**config.mk**
```make
export PLATFORM = sky130hd
export DESIGN_NAME = fifo_wr_arbiter
export DESIGN_NICKNAME = d
export VERILOG_FILES = /design/src/rtl/fifo_wr_arbiter.sv
export SDC_FILE = /design/constraint.sdc
export NUM_CORES = 1
export LEC_CHECK = 0
export ABC_CLOCK_PERIOD_IN_PS = 2300
export CAP_MARGIN = 10
export CORE_ASPECT_RATIO = 0.9
export CORE_MARGIN = 1.5
export CORE_UTILIZATION = 40
export CTS_BUF_LIST = sky130_fd_sc_hd__clkbuf_4
export DETAILED_ROUTE_END_ITERATION = 10
export PLACE_DENSITY = 0.81
export REMOVE_ABC_BUFFERS = 1
export SLEW_MARGIN = 40
export SYNTH_ARGS = -nofsm -noshare
export SYNTH_HDL_FRONTEND = slang
export SYNTH_SLANG_ARGS = --single-unit
```
**constraint.sdc**
```tcl
create_clock -name wr_clk -period 2.3 [get_ports wr_clk]
set_input_delay 0.46 -clock wr_clk [delete_from_list [all_inputs] [get_ports wr_clk]]
set_output_delay 0.46 -clock wr_clk [all_outputs]
set_load 0.01 [all_outputs]
```
**src/rtl/fifo_wr_arbiter.sv**
```systemverilog
// Round-robin arbiter sharing one async_fifo write port among NUM_REQ wr_clk requesters.
// Grant is taken one cycle after a request is seen in IDLE. Writes are gated combinationally by fifo_full, which stalls but never releases a grant.
module fifo_wr_arbiter #(
   parameter  int DATA_WIDTH = 4,
   parameter  int NUM_REQ    = 4,
   parameter  int MAX_BURST  = 4,
   localparam int GNT_W      = $clog2(NUM_REQ),
   localparam int CNT_W      = $clog2(MAX_BURST + 1)
) (
   input  logic                          wr_clk,
   input  logic                          wr_rst_n,
   input  logic [NUM_REQ-1:0]            req_valid_i,
   input  logic [NUM_REQ*DATA_WIDTH-1:0] req_data_i,
   output logic [NUM_REQ-1:0]            req_ready_o,
   input  logic                          fifo_full_i,
   output logic                          fifo_wr_en_o,
   output logic [DATA_WIDTH-1:0]         fifo_wr_data_o,
   output logic                          gnt_valid_o,
   output logic [GNT_W-1:0]              gnt_id_o
);

   typedef enum logic {IDLE, GRANT} state_t;

   state_t           state_q, state_d;
   logic [GNT_W-1:0] gnt_id_q, gnt_id_d;
   logic [GNT_W-1:0] last_gnt_q, last_gnt_d;
   logic [CNT_W-1:0] burst_cnt_q, burst_cnt_d;
   logic [GNT_W-1:0] pick_id, cand;
   logic             pick_found;
   logic             xfer;

   assign xfer = (state_q == GRANT) && req_valid_i[gnt_id_q] && !fifo_full_i;

   // Search starts one past the last granted requester, wrapping.
   always_comb begin
      pick_found = 1'b0;
      pick_id    = '0;
      cand       = '0;
      for (int k = 1; k <= NUM_REQ; k++) begin
         cand = GNT_W'((int'(last_gnt_q) + k) % NUM_REQ);
         if (!pick_found && req_valid_i[cand]) begin
            pick_found = 1'b1;
            pick_id    = cand;
         end
      end
   end

   always_ff @(posedge wr_clk or negedge wr_rst_n) begin
      if (!wr_rst_n) begin
         state_q     <= IDLE;
         gnt_id_q    <= '0;
         last_gnt_q  <= GNT_W'(NUM_REQ - 1);
         burst_cnt_q <= '0;
      end else begin
         state_q     <= state_d;
         gnt_id_q    <= gnt_id_d;
         last_gnt_q  <= last_gnt_d;
         burst_cnt_q <= burst_cnt_d;
      end
   end

   always_comb begin
      state_d     = state_q;
      gnt_id_d    = gnt_id_q;
      last_gnt_d  = last_gnt_q;
      burst_cnt_d = burst_cnt_q;
      unique case (state_q)
         IDLE: begin
            if (pick_found && !fifo_full_i) begin
               state_d     = GRANT;
               gnt_id_d    = pick_id;
               burst_cnt_d = '0;
            end
         end
         GRANT: begin
            if (!req_valid_i[gnt_id_q] ||
                (xfer && burst_cnt_q == CNT_W'(MAX_BURST - 1))) begin
               state_d     = IDLE;
               last_gnt_d  = gnt_id_q;
               burst_cnt_d = '0;
            end else if (xfer) begin
               burst_cnt_d = burst_cnt_q + CNT_W'(1);
            end
         end
         default: state_d = IDLE;
      endcase
   end

   always_comb begin
      fifo_wr_en_o   = xfer;
      fifo_wr_data_o = '0;
      req_ready_o    = '0;
      if (xfer) begin
         fifo_wr_data_o = req_data_i[gnt_id_q*DATA_WIDTH +: DATA_WIDTH];
         req_ready_o    = NUM_REQ'(1) << gnt_id_q;
      end
      gnt_valid_o = (state_q == GRANT);
      gnt_id_o    = gnt_id_q;
   end

endmodule

```
---- Word-level counts from Yosys, hierarchy flattened ----
Index checks and enable logic that the tools add are counted.
cells by class
  $add $sub $neg .......................... 5
  magnitude comparators ................... 5
  equality and inequality tests ........... 3
  shift-type cells ........................ 2
  mux-type cells .......................... 27
  bitwise operators ....................... 1
  reduce and logical (&&, ||, !) cells .... 16
operators with widths
  operator                                              count
  variable part select 16 x 5 -> 4 bit                  1
  < comparator 2 x 3 -> 1 bit (second input constant)   5
  two-way mux 1 bit                                     11
  binary-select mux 1 bit (select 2 bit)                5
  two-way mux 3 bit                                     3
  two-way mux 2 bit                                     4
  two-way mux 4 bit                                     2
  logical AND 1 bit                                     7
  one-hot mux 3 bit (2 select lines)                    1
  AND reduction 2 bit                                   3
  zero test 1 bit                                       5
  adder 2 x 1 -> 2 bit (second input constant)          2
  adder 2 bit (second input constant)                   2
  left shift 1 x 2 -> 4 bit (first input constant)      1
  adder 3 x 1 -> 3 bit (second input constant)          1
  equality test 3 x 2 -> 1 bit (second input constant)  1
  != test 3 x 1 -> 1 bit (second input constant)        1
  != test 2 bit (second input constant)                 1
  one-hot mux 1 bit (2 select lines)                    1
  logical OR 1 bit                                      1
  NOT 1 bit                                             1
storage, ports and cells
  bits in registers ....................... 8
  input port bits ......................... 23
  output and inout bits ................... 12

---- Logic depth before layout (Yosys ltp) ----
  depth in word-level cells ............... 16
  gate-level depth with buffers ........... 5

---- Worst setup path after synthesis ----
No wires, ideal clock.
  path type ............................... flip-flop to output port
  start ................................... register gnt_id_q[0], in the netlist gnt_id_o[0]
  end ..................................... output port req_ready_o[2]
  data arrival time ....................... 1.533 ns
  required time ........................... 1.840 ns
  slack ................................... 0.307 ns
  cell stages (with the launch flop) ...... 6
  cell sequence ........................... dfrtp_1 -> buf_6 -> mux4_2 -> nand3b_4 -> inv_2 -> and3_1
between the ends
  longest elaborated chain between the ends .. 5
  elaborated cells on any way between the ends .. 6
ends and longest elaborated chain
  item                                     line  text
  from (decl)                              25    logic [GNT_W-1:0] gnt_id_q, gnt_id_d;
  from (signal assigned)                   56    gnt_id_q <= gnt_id_d;
  binary-select mux 1 bit (select 2 bit)   32    assign xfer = (state_q == GRANT) && req_valid_i[gnt_id_q] && !fifo_full_i;
  two-way mux 1 bit (implied by the code)  32
  logical AND 1 bit (2 in series)          32
  net fifo_wr_en_o                         16    output logic fifo_wr_en_o,
  two-way mux 4 bit                        93    if (xfer) begin
  to (decl)                                14    output logic [NUM_REQ-1:0] req_ready_o,
The timed path passes the listed nets, and every way through them passes these cells. The select of a mux whose other input is x is not followed.

---- Final worst setup path ----
  start ................................... input port req_valid_i[3]
  end ..................................... output port req_ready_o[2]
between the ends
  longest elaborated chain between the ends .. 5
ends and longest elaborated chain
  item                                     line  text
  from (decl)                              12    input logic [NUM_REQ-1:0] req_valid_i,
  binary-select mux 1 bit (select 2 bit)   32
  two-way mux 1 bit (implied by the code)  32
  logical AND 1 bit (2 in series)          32
  two-way mux 4 bit                        93
No other way between the ends. The select of a mux whose other input is x is not followed.

==> out/results.tsv <==
stage	metric	value	unit
status	outcome	complete, no violations	
detailed_routing	routed wire length per instance	14.3	µm
hold_path	Hold/Removal Path Class	in -> async	
grt	final global-route overflow total	0	
clocking	hold buffers post-CTS	0	
logic_synthesis	cell types occupying the most area after synthesis	dfrtp_1 23%, mux4_2 17%, dfstp_2 7.9%, o32ai_1 4.0%, and2_1 3.8%	
logic_synthesis	cell type contributing the most total cell area after synthesis	dfrtp_1	
clocking	CTS tree	yes	
grt	wire length of the first global-routing pass	2930	µm
logic_synthesis	synth warn	0	
cells_and_area	layout net count	132	
cells_and_area	ant diodes	0	
setup_path	Setup crit end kind	output port	
floorplanning	width of the die	45.9	µm
detailed_routing	via density per instance	5.21	
clocking	CTS Buf Count	3	
timing	number of hold violations in the final report	0	
logic_synthesis	Cells after Synth	60	
power	leakage power	0.507	nW
logic_synthesis	most frequent cells after synthesis	6 x dfrtp_1, 6 x inv_1, 5 x mux4_2	
cells_and_area	end-of-flow core utilization	71.9	%
logic_synthesis	average footprint of a synthesized cell	11.0	µm²
setup_path	Worst Path Class, Setup	in -> out	
clocking	Post CTS Setup Buffer Count	0	
detailed_routing	post-route DRC violation count	0	
logic_synthesis	number of synthesized flops with an enable pin	0	
floorplanning	ports placed on the boundary	35	
detailed_routing	routed length on met2	872	µm
cells_and_area	design area	0.00108	mm²
timing	final clock skew	0.00208	ns
logic_synthesis	most used flip-flop cell after synthesis	dfrtp_1	
cells_and_area	fraction of final layout cells with drive strength greater than 1	32.4	%
detailed_routing	Pre-Repair DR Iteration Count	5	
timing	transition time at the pin with the least slew margin	0.392	ns
logic_synthesis	flip-flop and latch count after synthesis	8	
timing	minimum clock period	2.13	ns
floorplanning	Std-Cell Rows	13	
run	reported max-cap violation count	0	
timing	Worst slew margin	73.7	%
detailed_routing	initial detailed-routing violation count	17	
detailed_routing	Met3 Routed Length	202	µm
power	peak supply drop	0.000595	V
setup_path	required time worst endpoint	1.84	ns
floorplanning	Die H	41.6	µm
detailed_routing	residual antenna-violating net count after detailed routing	0	
clocking	maximum number of buffers from clock root to sink	2	
logic_synthesis	number of library cell types mapped by synthesis	30	
grt	maximum number of pins on one net before global-route repair	12	
timing	RSZ-0062 raised after global routing	no	
clocking	clock slew at reported path FFs	0.05	ns
detailed_routing	final WL	1820	µm
clocking	clock latency of the later-clocked register in the worst-skew pair	0.24	ns
power	total power divided by cell area	913	mW/mm²
setup_path	maximum net fanout on the critical path	7	
floorplanning	effective utilization at floorplan	44.2	%
logic_synthesis	area fraction of the dominant cell type after synthesis	22.7	%
setup_path	reg2reg path depth	4	
detailed_routing	detailed-route wire length on metal 1	741	µm
grt	vias in the first global route	676	
grt	Global Route Usage Sum	20.5	%
placed_design	count of port buffers added during placement	34	
timing	Fmax	470	MHz
floorplanning	floorplan core area	0.00150	mm²
detailed_routing	number of vias in the routed layout	662	
setup_path	type of origin of the critical path	input pin	
clocking	clock sink count	8	
timing	number of pins with negative max-slew slack in the final report	0	
logic_synthesis	part of the Yosys area used for sequential elements	30.6	%
logic_synthesis	fraction of registers with async set or reset after synthesis	100	%
timing	portion of the clock cycle consumed by the worst path in the final layout	92.6	%
cells_and_area	filler cell count in the final layout	133	
timing	final worst hold slack	0.480	ns
clocking	H-tree levels	1	
setup_path	WP data arrival	1.67	ns
placed_design	Cell Area, Placed	0.00109	mm²
floorplanning	total die area	0.00191	mm²
detailed_routing	highest signal layer in the routed design	met3	
placed_design	detailed placement HPWL	1510	µm
timing	final setup violation count	0	
clocking	Clock Root Buffer	clkbuf_4	
placed_design	Final GP Congestion	0.761	
logic_synthesis	Mapped Area	662	µm²
cells_and_area	area grow syn2layout	62.6	%
grt	initial antenna violation count	0	
-- report_power, final --
group / leakage [nW] / total [mW] / switching, mW / internal, mW
logic: 0.396 / 0.600 / 0.259 / 0.341
registers: 0.0970 / 0.283 / 0.0704 / 0.212
clock network: 0.0138 / 0.0997 / 0.0405 / 0.0592
-- state kept, by name (all words and copies together) (netlist names) --
name / count
last_gnt_q: 2
gnt_id_o: 2
gnt_valid_o: 1
burst_cnt_q: 3
-- worst max-delay path, cell delays in order --
cell	delay [ns]
dlygate4sd2_1	0.24
mux4_2	0.51
nand3b_4	0.12
inv_4	0.04
and3_1	0.17
buf_2	0.13
-- final cells by class --
type,count,area (µm²),area share [%]
clock buffers,3,22.5,2.09
inverters,7,28.8,2.67
multi-input cells,43,418,38.8
flip-flops and latches,8,203,18.8
well taps,22,27.5,2.56
repair buffers,44,377,35.0
-- path summary, 6_finish.rpt --
path	start	to	slack [ns]
max	req_valid_i[3]	req_ready_o[2]	0.17
min	wr_rst_n	gnt_id_o[1]	0.48
max reg2reg	gnt_id_o[0]	last_gnt_q[0]	0.63
min reg2reg	burst_cnt_q[1]	burst_cnt_q[1]	0.57
max in group asynchronous	wr_rst_n	last_gnt_q[0]	1.53
min in group wr_clk	burst_cnt_q[1]	burst_cnt_q[1]	0.57
-- through the flow --
step / instances / setup WS (ns) / power, mW / setup TNS (ns)
2_1_floorplan: 58 / 0.214 / 0.627 / 0
3_3_place_gp: 124 / -0.351 / 0.883 / -2.76
3_5_place_dp: 124 / -0.370 / 0.908 / -2.88
4_1_cts: 127 / -0.0129 / 0.994 / -0.0184
5_1_grt: 127 / 0.108 / 1.06 / 0
6_report: 127 / 0.170 / 0.983 / 0
-- kinds of logic after synthesis --
logic type / Yosys count / synth area share (%)
simple gates: 20 / 20.0
compound gates: 12 / 15.7
buf+inv: 9 / 6.24
mux: 9 / 23.6
flops: 8 / 30.6
fa+ha+maj: 2 / 3.78
-- per-layer routing --
metal | vias to the layer above | GRT usage [%]
met3 | 0 | 5.22
met1 | 305 | 25.3
met4 | 0 | 3.43
met5 | - | 0
li1 | 320 | -
met2 | 37 | 35.3
-- cell usage in the layout, fill, tap and decap left out, drive strengths merged, types with 4 or more instances in the layout --
cell type,synthesis,layout
dlygate4sd2,0,4
mux4,5,5
inv,7,7
buf,1,18
clkdlybuf4s50,0,21
dfrtp,6,6
and2,4,4
-- repair_timing --
item                                   4_1_cts  5_1_grt
pin swaps                                    1        0
setup endpoints to repair                    9        9
cloned                                       0        0
resized for setup                           38        1
endpoints found under the hold margin        0        0
No activity file was read; power rests on OpenSTA's default activity.
==> patch (same flow settings) <==
Make the reset (`wr_rst_n`) synchronous in one clocked block. Comments in the files are not updated.
--- a/src/rtl/fifo_wr_arbiter.sv
+++ b/src/rtl/fifo_wr_arbiter.sv
@@ -47,3 +47,3 @@
 
-   always_ff @(posedge wr_clk or negedge wr_rst_n) begin
+   always_ff @(posedge wr_clk) begin
       if (!wr_rst_n) begin
Behaviour: differs if wr_rst_n is asserted again (counterexample within 4 cycles, from zero or initial values and one cycle with wr_rst_n low); with wr_rst_n held inactive, the same outputs for 10 cycles.
==> patch against the original RTL <==
Hold slack got worse by 7.1 ps; cell area rose by 6.6%; area after synthesis fell by 1.5%; final cell count rose by 12%; sequential share of layout area fell by 4.4 points; register-to-register slack got worse by 160 ps; routed wire length rose by 11%; worst setup slack got worse by 140 ps; sequential cell count did not move; first-iteration DRC count fell by 24%; critical path type unchanged; critical endpoint is now fifo_wr_data_o[2]; largest cell class is now buffers; highest routed layer is now met4.
Power is not compared: it rests on default switching activity, and its combinational part moved more than twofold at a synthesized area within 25%.
==> patch: results (changes against the original RTL) <==
[cts]
clk_pin_slew_worst_paths_ps = 60
htreeDepth = 1  ; unchanged
cts_setup_buffers = 4  ; +4
cts_resized = 26  ; -32%
clkLatencyLatePin_ps = 250

[setup_path]
worstPathMaxFanout = 1  ; -6
worstPathArrival_ps = 1810  ; +140 ps
reg2reg_depth = 7  ; +3

[synth]
synthCells = 71  ; +18%
yosys-top-cells-area = dfxtp_1, mux4_2, and3_2, nand2_1, mux4_1
synthDistinctLibCells = 33  ; +10%
synthTopCellsByCount = dfxtp_1, nand2_1, inv_1, nand3_1
synthFlopType = dfxtp_1
async_reset_ff_share_pct = 0  ; -100 points
ys_seq_area_share_pct = 24.6  ; -6.1 points
synth_warnings = 0  ; unchanged

[global_routing]
antenna_found_initial = 0  ; unchanged
grt_max_degree = 13  ; +1
grt_pass1_wl_um = 3040  ; +4.0%
first_global_vias = 679  ; +0.44%
track_usage_pct = 23.0  ; +2.6 points

[place]
dp_slack_ps = -255  ; +115 ps
gp_congestion = 0.798  ; +4.8%
dp_cells = 133  ; +7.3%
place_area_mm2 = 0.00108  ; -1.3%
detailed_place_hpwl_um = 1540  ; +1.5%

[layout]
nets = 147  ; +11%
antennaDiodeCount = 0  ; unchanged
regArea_um2 = 165  ; -19%
nNonClkBuffers = 50  ; +14%
multiInputGateArea_um2 = 442  ; +5.7%
fillers = 105  ; -21%
clkCellAreaFrac_pct = 1.96  ; -0.13 points
fin_cells = 142  ; +12%
syn_to_final_growth_pct = 76.0
buf_share_pct = 41.1  ; +6.1 points
layout-drive-gt1-share_pct = 27.5  ; -4.9 points
multi_input_gates = 54  ; +26%
n_all_inverters = 5  ; -2

[routing]
wirelength_um = 2010  ; +11%
avgViaCountPerCell = 5.42  ; +4.0%
firstDrtPassIters = 4  ; -1
first_iter_violations = 13  ; -4

[hold_path]
worstHoldPathCells = 2
hold_class = reg -> reg

[power]
powerClk_uw = 103
p_leak_uw = 0.000512
sw_frac_of_total_pct = 26.6

[sta]
report.final.hold_viol_count = 0  ; unchanged
clock_skew_ps = 8.67  ; +6.59 ps
worst_slew_margin_rel_pct = 67.8  ; -5.9 points

[run_status]
outcome = completed

==> patch: cells by family (layout without fill, tap and decap cells) <==
family                     after synthesis  count (layout)  share of synthesized area (%)
buffers and inverters                    9              58                           7.68
muxes                                    7               7                           21.1
adders and majority gates                2               2                           3.84
AOI/OAI and AO/OA                       14              14                           15.4
DFF                                      8               8                           24.6
and+or+nand+nor                         31              31                           27.4
==> patch: final timing paths <==
kind              slack (ps)           start                 to
setup reg to reg         470     gnt_id_o[0]      last_gnt_q[0]
hold / removal           470  burst_cnt_q[2]     burst_cnt_q[2]
hold reg to reg          470  burst_cnt_q[2]     burst_cnt_q[2]
setup / recovery          30  req_data_i[14]  fifo_wr_data_o[2]
==> patch: worst max-delay path, cell delays in order <==
cell and delay [ps]:
clkdlybuf4s50_1 430, mux4_2 480, and3_2 220, clkdlybuf4s15_1 220
==> patch: metal layers <==
layer	global-route usage, %	vias to the layer above	wire (um)
met5	0	-	0
met4	11.0	0	59
met3	5.17	8	84
met2	40.1	21	968
met1	27.3	371	899
li1	-	370	-
